==> src/rtl/disp_scan_ctrl.sv <==
// disp_scan_ctrl: 8-digit multiplexed 7-segment scanner with manual/auto display-source selection
module disp_scan_ctrl #(
    parameter logic [15:0] SCAN_DIV = 16'd50000,
    parameter logic [25:0] DWELL    = 26'd50000000,
    parameter logic [19:0] DEB_CYC  = 20'd500000
) (
    input  logic        clk,
    input  logic        reset,
    input  logic [31:0] disp_data,
    input  logic [2:0]  man_sel,
    input  logic        auto_en,
    input  logic        step_btn,
    output logic [2:0]  disp_sel,
    output logic [7:0]  an,
    output logic [6:0]  seg,
    output logic        dp
);
    typedef enum logic {MANUAL = 1'b0, AUTO = 1'b1} mode_e;

    mode_e       state_q, state_d;
    logic [2:0]  sel_q, sel_d;
    logic [25:0] dwell_q, dwell_d;
    logic [1:0]  sync_q;
    logic        deb_q, deb_d;
    logic [19:0] deb_cnt_q, deb_cnt_d;
    logic [15:0] presc_q, presc_d;
    logic [2:0]  idx_q, idx_d;
    logic [31:0] snap_q, snap_d;
    logic [7:0]  an_q, an_d;
    logic [6:0]  seg_q, seg_d;
    logic        dp_q, dp_d;
    logic        deb_accept, step_pulse, dwell_done, scan_tick;
    logic [3:0]  nib;

    // debouncer: the synchronised level must differ from the accepted level for DEB_CYC samples in a row
    always_comb begin
        deb_accept = (sync_q[1] != deb_q) && (deb_cnt_q == DEB_CYC - 20'd1);
        step_pulse = deb_accept & sync_q[1];
        deb_d      = deb_accept ? sync_q[1] : deb_q;
        deb_cnt_d  = (sync_q[1] == deb_q || deb_accept) ? 20'd0 : deb_cnt_q + 20'd1;
    end

    // two-flop synchroniser and debounce state
    always_ff @(posedge clk or negedge reset) begin
        if (!reset) begin
            sync_q    <= 2'b00;
            deb_q     <= 1'b0;
            deb_cnt_q <= 20'd0;
        end else begin
            sync_q    <= {sync_q[0], step_btn};
            deb_q     <= deb_d;
            deb_cnt_q <= deb_cnt_d;
        end
    end

    // mode FSM next state and source select; one advance per cycle even if dwell and step coincide
    always_comb begin
        dwell_done = dwell_q == DWELL - 26'd1;
        state_d    = auto_en ? AUTO : MANUAL;
        sel_d      = sel_q;
        dwell_d    = 26'd0;
        if (state_q == MANUAL)
            sel_d = auto_en ? ((sel_q == 3'b111) ? 3'b000 : sel_q) : man_sel;
        else if (dwell_done || step_pulse)
            sel_d = (sel_q == 3'b110) ? 3'b000 : sel_q + 3'd1;
        else
            dwell_d = dwell_q + 26'd1;
    end

    // mode, source select and dwell registers
    always_ff @(posedge clk or negedge reset) begin
        if (!reset) begin
            state_q <= MANUAL;
            sel_q   <= 3'b000;
            dwell_q <= 26'd0;
        end else begin
            state_q <= state_d;
            sel_q   <= sel_d;
            dwell_q <= dwell_d;
        end
    end

    // digit prescaler, digit index and frame snapshot taken as the index wraps 7->0
    always_comb begin
        scan_tick = presc_q == SCAN_DIV - 16'd1;
        presc_d   = scan_tick ? 16'd0 : presc_q + 16'd1;
        idx_d     = scan_tick ? idx_q + 3'd1 : idx_q;
        snap_d    = (scan_tick && idx_q == 3'd7) ? disp_data : snap_q;
        nib       = snap_q[{idx_q, 2'b00} +: 4];
        an_d      = ~(8'b1 << idx_q);
        dp_d      = !(idx_q == 3'd0 && state_q == AUTO);
    end

    // hex to active-low segment decode, g..a
    always_comb begin
        case (nib)
            4'h0:    seg_d = 7'h40;
            4'h1:    seg_d = 7'h79;
            4'h2:    seg_d = 7'h24;
            4'h3:    seg_d = 7'h30;
            4'h4:    seg_d = 7'h19;
            4'h5:    seg_d = 7'h12;
            4'h6:    seg_d = 7'h02;
            4'h7:    seg_d = 7'h78;
            4'h8:    seg_d = 7'h00;
            4'h9:    seg_d = 7'h10;
            4'hA:    seg_d = 7'h08;
            4'hB:    seg_d = 7'h03;
            4'hC:    seg_d = 7'h46;
            4'hD:    seg_d = 7'h21;
            4'hE:    seg_d = 7'h06;
            default: seg_d = 7'h0E;
        endcase
    end

    // scan state and registered display outputs
    always_ff @(posedge clk or negedge reset) begin
        if (!reset) begin
            presc_q <= 16'd0;
            idx_q   <= 3'd0;
            snap_q  <= 32'd0;
            an_q    <= 8'hFF;
            seg_q   <= 7'h7F;
            dp_q    <= 1'b1;
        end else begin
            presc_q <= presc_d;
            idx_q   <= idx_d;
            snap_q  <= snap_d;
            an_q    <= an_d;
            seg_q   <= seg_d;
            dp_q    <= dp_d;
        end
    end

    assign disp_sel = sel_q;
    assign an       = an_q;
    assign seg      = seg_q;
    assign dp       = dp_q;
endmodule

==> config.mk <==
export PLATFORM = sky130hd
export DESIGN_NAME = disp_scan_ctrl
export DESIGN_NICKNAME = d
export VERILOG_FILES = /design/src/rtl/disp_scan_ctrl.sv
export SDC_FILE = /design/constraint.sdc
export NUM_CORES = 1
export LEC_CHECK = 0
export BUFFER_PORTS_ARGS = -buffer_cell sky130_fd_sc_hd__buf_2
export CORE_ASPECT_RATIO = 1.75
export CORE_UTILIZATION = 55
export DETAILED_ROUTE_END_ITERATION = 10
export PLACE_DENSITY = 0.83
export REMOVE_ABC_BUFFERS = 1
export SLEW_MARGIN = 20
export SYNTH_ARGS = -nofsm -noshare
export SYNTH_HDL_FRONTEND = slang
export SYNTH_SLANG_ARGS = --single-unit
==> constraint.sdc <==
create_clock -name clk -period 2.9 [get_ports clk]
set_clock_uncertainty 0.15 [all_clocks]
set_input_delay 0.58 -clock clk [delete_from_list [all_inputs] [get_ports clk]]
set_output_delay 0.58 -clock clk [all_outputs]
set_load 0.01 [all_outputs]
== Word level (Yosys, flattened, before mapping) ==
Memory sizes are Yosys's and may differ from the RTL's. A register that Yosys moved wholly into a read port is not among the register bits.
Index checks and enable logic that the tools add are counted.
Word-level totals
  memories: 1
  input port bits: 39
  ROM bits: 112
  output and inout port bits: 19
  register bits: 113
  logic and storage cells: 50
Memory list
  (no name shown): depth 16, bits a word 7, read ports 1, clocked after Yosys merged registers in 1, write ports 0, line 96  | case (nib)
Cells by class
  bitwise logic cells: 2
  muxes and demuxes: 10
  add/sub/neg operators: 5
  reductions and logical operators: 9
  shift operators: 2
  equal/unequal tests: 10
Operators with widths (number)
  2-to-1 mux 26 bit: 2
  indexed part select 32 x 6 -> 4 bit: 1
  adder 26 x 1 -> 26 bit (second input constant): 1
  equality test 26 bit (second input constant): 1
  adder 20 x 1 -> 20 bit (second input constant): 1
  equality test 20 x 19 -> 1 bit (second input constant): 1
  2-to-1 mux 20 bit: 1
  adder 16 x 1 -> 16 bit (second input constant): 1
  equality test 16 bit (second input constant): 1
  2-to-1 mux 16 bit: 1
  2-to-1 mux 3 bit: 5
  equality test 3 bit (second input constant): 3
  inverter 8 bit: 1
  left shift 1 x 3 -> 8 bit (first input constant): 1
  adder 3 x 1 -> 3 bit (second input constant): 2
  logical AND 1 bit: 3
  zero test 3 bit: 1
  inequality test 3 x 1 -> 1 bit (second input constant): 1
  zero test 1 bit: 2
  logical OR 1 bit: 2
  inequality test 2 x 1 -> 1 bit (second input constant): 1
  AND reduction 2 bit: 1
  AND 1 bit: 1
  equality test 1 bit: 1
  2 further kinds: 2

== Depth between registers and ports, before layout ==
  depth in word-level cells: 6
  depth in mapped cells: 9
  mapped depth without buffers: 8

== Worst setup path before layout ==
Ideal clock, no wire load.
  kind: reg-to-reg
  start: register idx_q[0]
  end: register seg_q[5], in the netlist seg[5]
  cell stages (with the launch flop): 9
  arrival: 2109 ps
  data required time: 2665 ps
  period minus slack after synthesis: 2345 ps
  path slack: 555 ps
  buffers on the path: 1
  setup time: 85 ps
  path through: dfrtp_1 -> buf_2 -> mux4_2 -> mux2i_1 -> inv_1 -> ha_1 -> nand2b_1 -> a21boi_0 -> o21ai_0
Between the ends
  longest elaborated chain between the ends: 1
RTL lines
  start, declared: line 27  | logic [2:0] idx_q, idx_d;
  start signal, assigned: line 127  | idx_q <= idx_d;
  indexed part select 32 x 6 -> 4 bit: line 89  | nib = snap_q[{idx_q, 2'b00} +: 4];
  end, declared: line 30  | logic [6:0] seg_q, seg_d;
No other way between the ends.
A chain may end at the register's enable or synchronous reset.

== Final worst setup path ==
Same ends and word-level chain as after synthesis.

==> key figures <==
Pwr
  • Power Density: around 610 mW/mm²
  • Internal: about 3.2 mW
  • Maximum VDD drop: 491.1 µV
  • Flop pwr share: 42.6%
  • Comb power frac: 5.7%
  • Clock Power Share: 51.6%
  • Total Power: 4.172 mW
  • Switching Power: 0.9423 mW
  • Leakage: 3.207 nW
  • Switching Share: a little under a quarter

Layout
  • Final nets: 632
  • Layout area overhead: 18.35%
  • Finished Layout Cells: 717
  • Fin area: just under 0.007 mm²
  • ANT cells: 0
  • Util after Layout: 66.75%
  • Fraction of layout cells with a size suffix above 1: 28.31%

Worst setup path
  • CP Buf/Inv Count: 1
  • CP required: between 3 and 4 ns
  • Crit. Startpoint: idx_q[0]
  • R2R cell count: 7
  • Crit. End Element: register
  • Critical Path Max Stage Delay: 0.54 ns
  • WP data arrival: 2.74 ns
  • Reg2reg start: idx_q[0]
  • CP max stage cell: mux4_2
  • CP Class: reg2reg
  • Delay-heaviest family, CP: multiplexers
  • R2r setup slk: between 0.3 and 0.4 ns
  • Crit-path cells: mux4_2, mux2i_1, inv_1, ha_1, nand2b_1, a21boi_0, o21ai_0
  • Critical R2R Capture: seg[5]
  • CP Launch Type: register
  • CP max FO: 6
  • CP endpoint: seg[5]
  • CP Depth: 7

Placed design
  • Place WS: 0.3719 ns
  • Placed cells: 685
  • Placement Cell Area: 0.006264 mm²
  • RD Place Congestion: just over 0.8
  • Buffers on Ports: 57
  • HPWL after DPL: about 8100 µm

Timing
  • Fmax: about 390 MHz
  • Hold Fails Final Rpt: 7
  • Final Max Tran Viols: 0
  • Worst slew pin tran: 0.6988 ns
  • Unrepaired setup endpoints after global routing: no
  • Period utilization: 88.20%
  • Min Tclk post-route: 2.558 ns
  • Setup violations, final: 0
  • Final hold slack: -0.002690 ns
  • Fin worst setup slack: 0.3423 ns
  • Setup TNS Final: 0 ns
  • Slew headroom: 53.05%

Global routing
  • Largest net degree at the start of global routing: 42
  • Met1 Use GR: 25.89%
  • Gr usage total: 23.45%
  • GRT overflow: 0
  • Vias in the first global route: approximately 4300
  • Initial antenna violation count: 0
  • GR peak layer: met2
  • Met3 GRT Util: 4.934%
  • Met2 Use GR: roughly two fifths
  • Global-route wire length before repair: just under 20000 µm

Run status
  • Failing checks: hold timing
  • Status: finished with violations

Floorplanning
  • Starting Density: 56.40%
  • Die area: roughly 0.011 mm²
  • Die Height: 138.0 µm
  • Ports: 58
  • Core Area: 0.01030 mm²
  • Row cnt: 49
  • Die X: 79.69 µm

CTS
  • Worst skew pair latency: approximately 0.41 ns
  • Cts hold-fix bufs: 0
  • CTS tree: built
  • Clk buf depth: 2
  • Number of buffers created by CTS: 17
  • Clk sinks: 120
  • Number of post-CTS setup repair buffers: 0
  • Resized cells post-CTS: 0
  • CTS root buf: clkbuf_16
  • Worst-path clk slew: about 0.06 ns
  • H-tree levels: 4

Yosys
  • Yosys top cell area share: approximately 45%
  • Post-synthesis cell count: 506
  • Main synth FF type: dfrtp_1
  • Mapped Area: a little under 0.006 mm²
  • Synth warn: 0
  • Mapped Avg Cell Area: 11.48 µm²
  • Top post-synthesis cells by area: dfrtp_1, mux2_4, dfstp_2
  • Post-synth EDFFs: 0
  • #FFs+latches synth: 120
  • Post-synth ARST share: 100.0%
  • Synth unique cells: 53
  • Seq/Total Area, Yosys: 52.04%
  • Synth area leader: dfrtp_1

Route
  • Drt pass-1 iters: 6
  • Vias/cell: roughly 5.6
  • Remaining DRCs: 0
  • Vias: 3991
  • Final WL: 11780 µm
  • Final ANT Viol Nets: 0
  • WL/cell: 16.43 µm
  • Initial DRC count: 262

Job
  • Max Cap Violations: 0

Min path
  • Worst hold path class: in2async
metal layers:
layer | vias up | share of wire [%] | wire, µm
li1 | 1877 | - | -
met1 | 1969 | 38 | 4495
met2 | 114 | 55 | 6510
met3 | 31 | 4.1 | 481
met4 | 0 | 2.5 | 292
met5 | - | 0 | 0
cell type report:
cell class / count / area [µm²]
sequential: 120 / 3023
tap: 127 / 158.9
clock inverter: 14 / 172.7
inverter: 22 / 82.58
fill: 713 / 3425
multi-input combinational: 350 / 2619
timing repair buffer: 66 / 380.4
clock buffer: 18 / 439.2
worst min-delay path by stage:
stage	start	slack (ns)	end	cells after the start
after detailed placement	sync_q[0]	0.19	sync_q[1]	0
after global routing	reset	0.03	deb_cnt_q[16]	1
after CTS	reset	0.007	deb_cnt_q[15]	1
final	reset	-0.003	deb_cnt_q[17]	1
after global placement	sync_q[0]	0.19	sync_q[1]	0
after floorplan	reset	0.13	deb_cnt_q[0]	0
worst reg2reg max path, delay by kind of cell, from the launching register on:
kind	cells	cell delay, ns
DFF	1	0.52
AOI/OAI and AO/OA	2	0.32
adders and majority gates	1	0.25
and+or+nand+nor	1	0.13
muxes	2	0.94
buffers and inverters	1	0.17
logic make-up (layout without fill, tap and decap cells):
logic type	count (synthesis)	after routing	share of synthesized area, %
and+or+nand+nor	203	203	17.47
DFF	120	120	52.04
xor gates and xnor gates	57	57	8.594
muxes	49	49	12.49
buffers and inverters	36	120	2.886
AOI/OAI and AO/OA	25	25	3.080
adders and majority gates	16	16	3.446
power groups by stage:
stage / Combinational, mW / Sequential, mW / Clock [mW]
3_5_place_dp: 0.241 / 1.80 / 0
6_report: 0.240 / 1.78 / 2.15
4_1_cts: 0.243 / 1.78 / 2.17
2_1_floorplan: 0.118 / 1.80 / 0
3_3_place_gp: 0.226 / 1.80 / 0
5_1_grt: 0.267 / 1.78 / 2.25
cell usage in the layout, fill, tap and decap left out, drive strengths merged, types with 2 or more instances in the layout:
cell	netlist	layout
nor3	11	11
mux2i	5	5
mux2	38	38
a32o	2	2
nand4	15	15
a211oi	2	2
dfrtp	104	104
mux4	6	6
or3b	2	2
clkbuf	3	18
a31oi	2	2
nand2b	2	2
a21boi	2	2
and4	3	3
dfstp	16	16
bufinv	0	3
xor2	23	23
o22ai	2	2
buf	11	66
clkinv	0	6
and2	2	2
nor2	78	78
nor2b	4	4
o21ai	4	4
or4	2	2
nor4b	3	3
or3	2	2
ha	16	16
a21oi	3	3
xnor2	34	34
inv	22	25
nor4	4	4
and3	15	15
nand3	18	18
nand2	38	38
clkinvlp	0	2
registers in the layout (all words and copies together), names as in the netlist:
register	cells
an	8
sync_q	2
presc_q	16
snap_q	32
state_q	1
disp_sel	3
deb_q	1
seg	7
idx_q	3
dwell_q	26
deb_cnt_q	20
dp	1
cell usage after synthesis, types with 4 or more instances:
cell,count
mux2_2,8
nand2_1,37
xor2_1,23
xnor2_1,34
buf_2,8
inv_1,21
nor3_1,10
nand3_1,17
mux4_2,6
and3_1,15
mux2i_1,5
nand4_1,15
ha_1,16
mux2_4,30
o21ai_0,4
dfstp_2,16
nor2_1,78
nor2b_1,4
dfrtp_1,104
No activity file was read; power rests on OpenSTA's default activity.
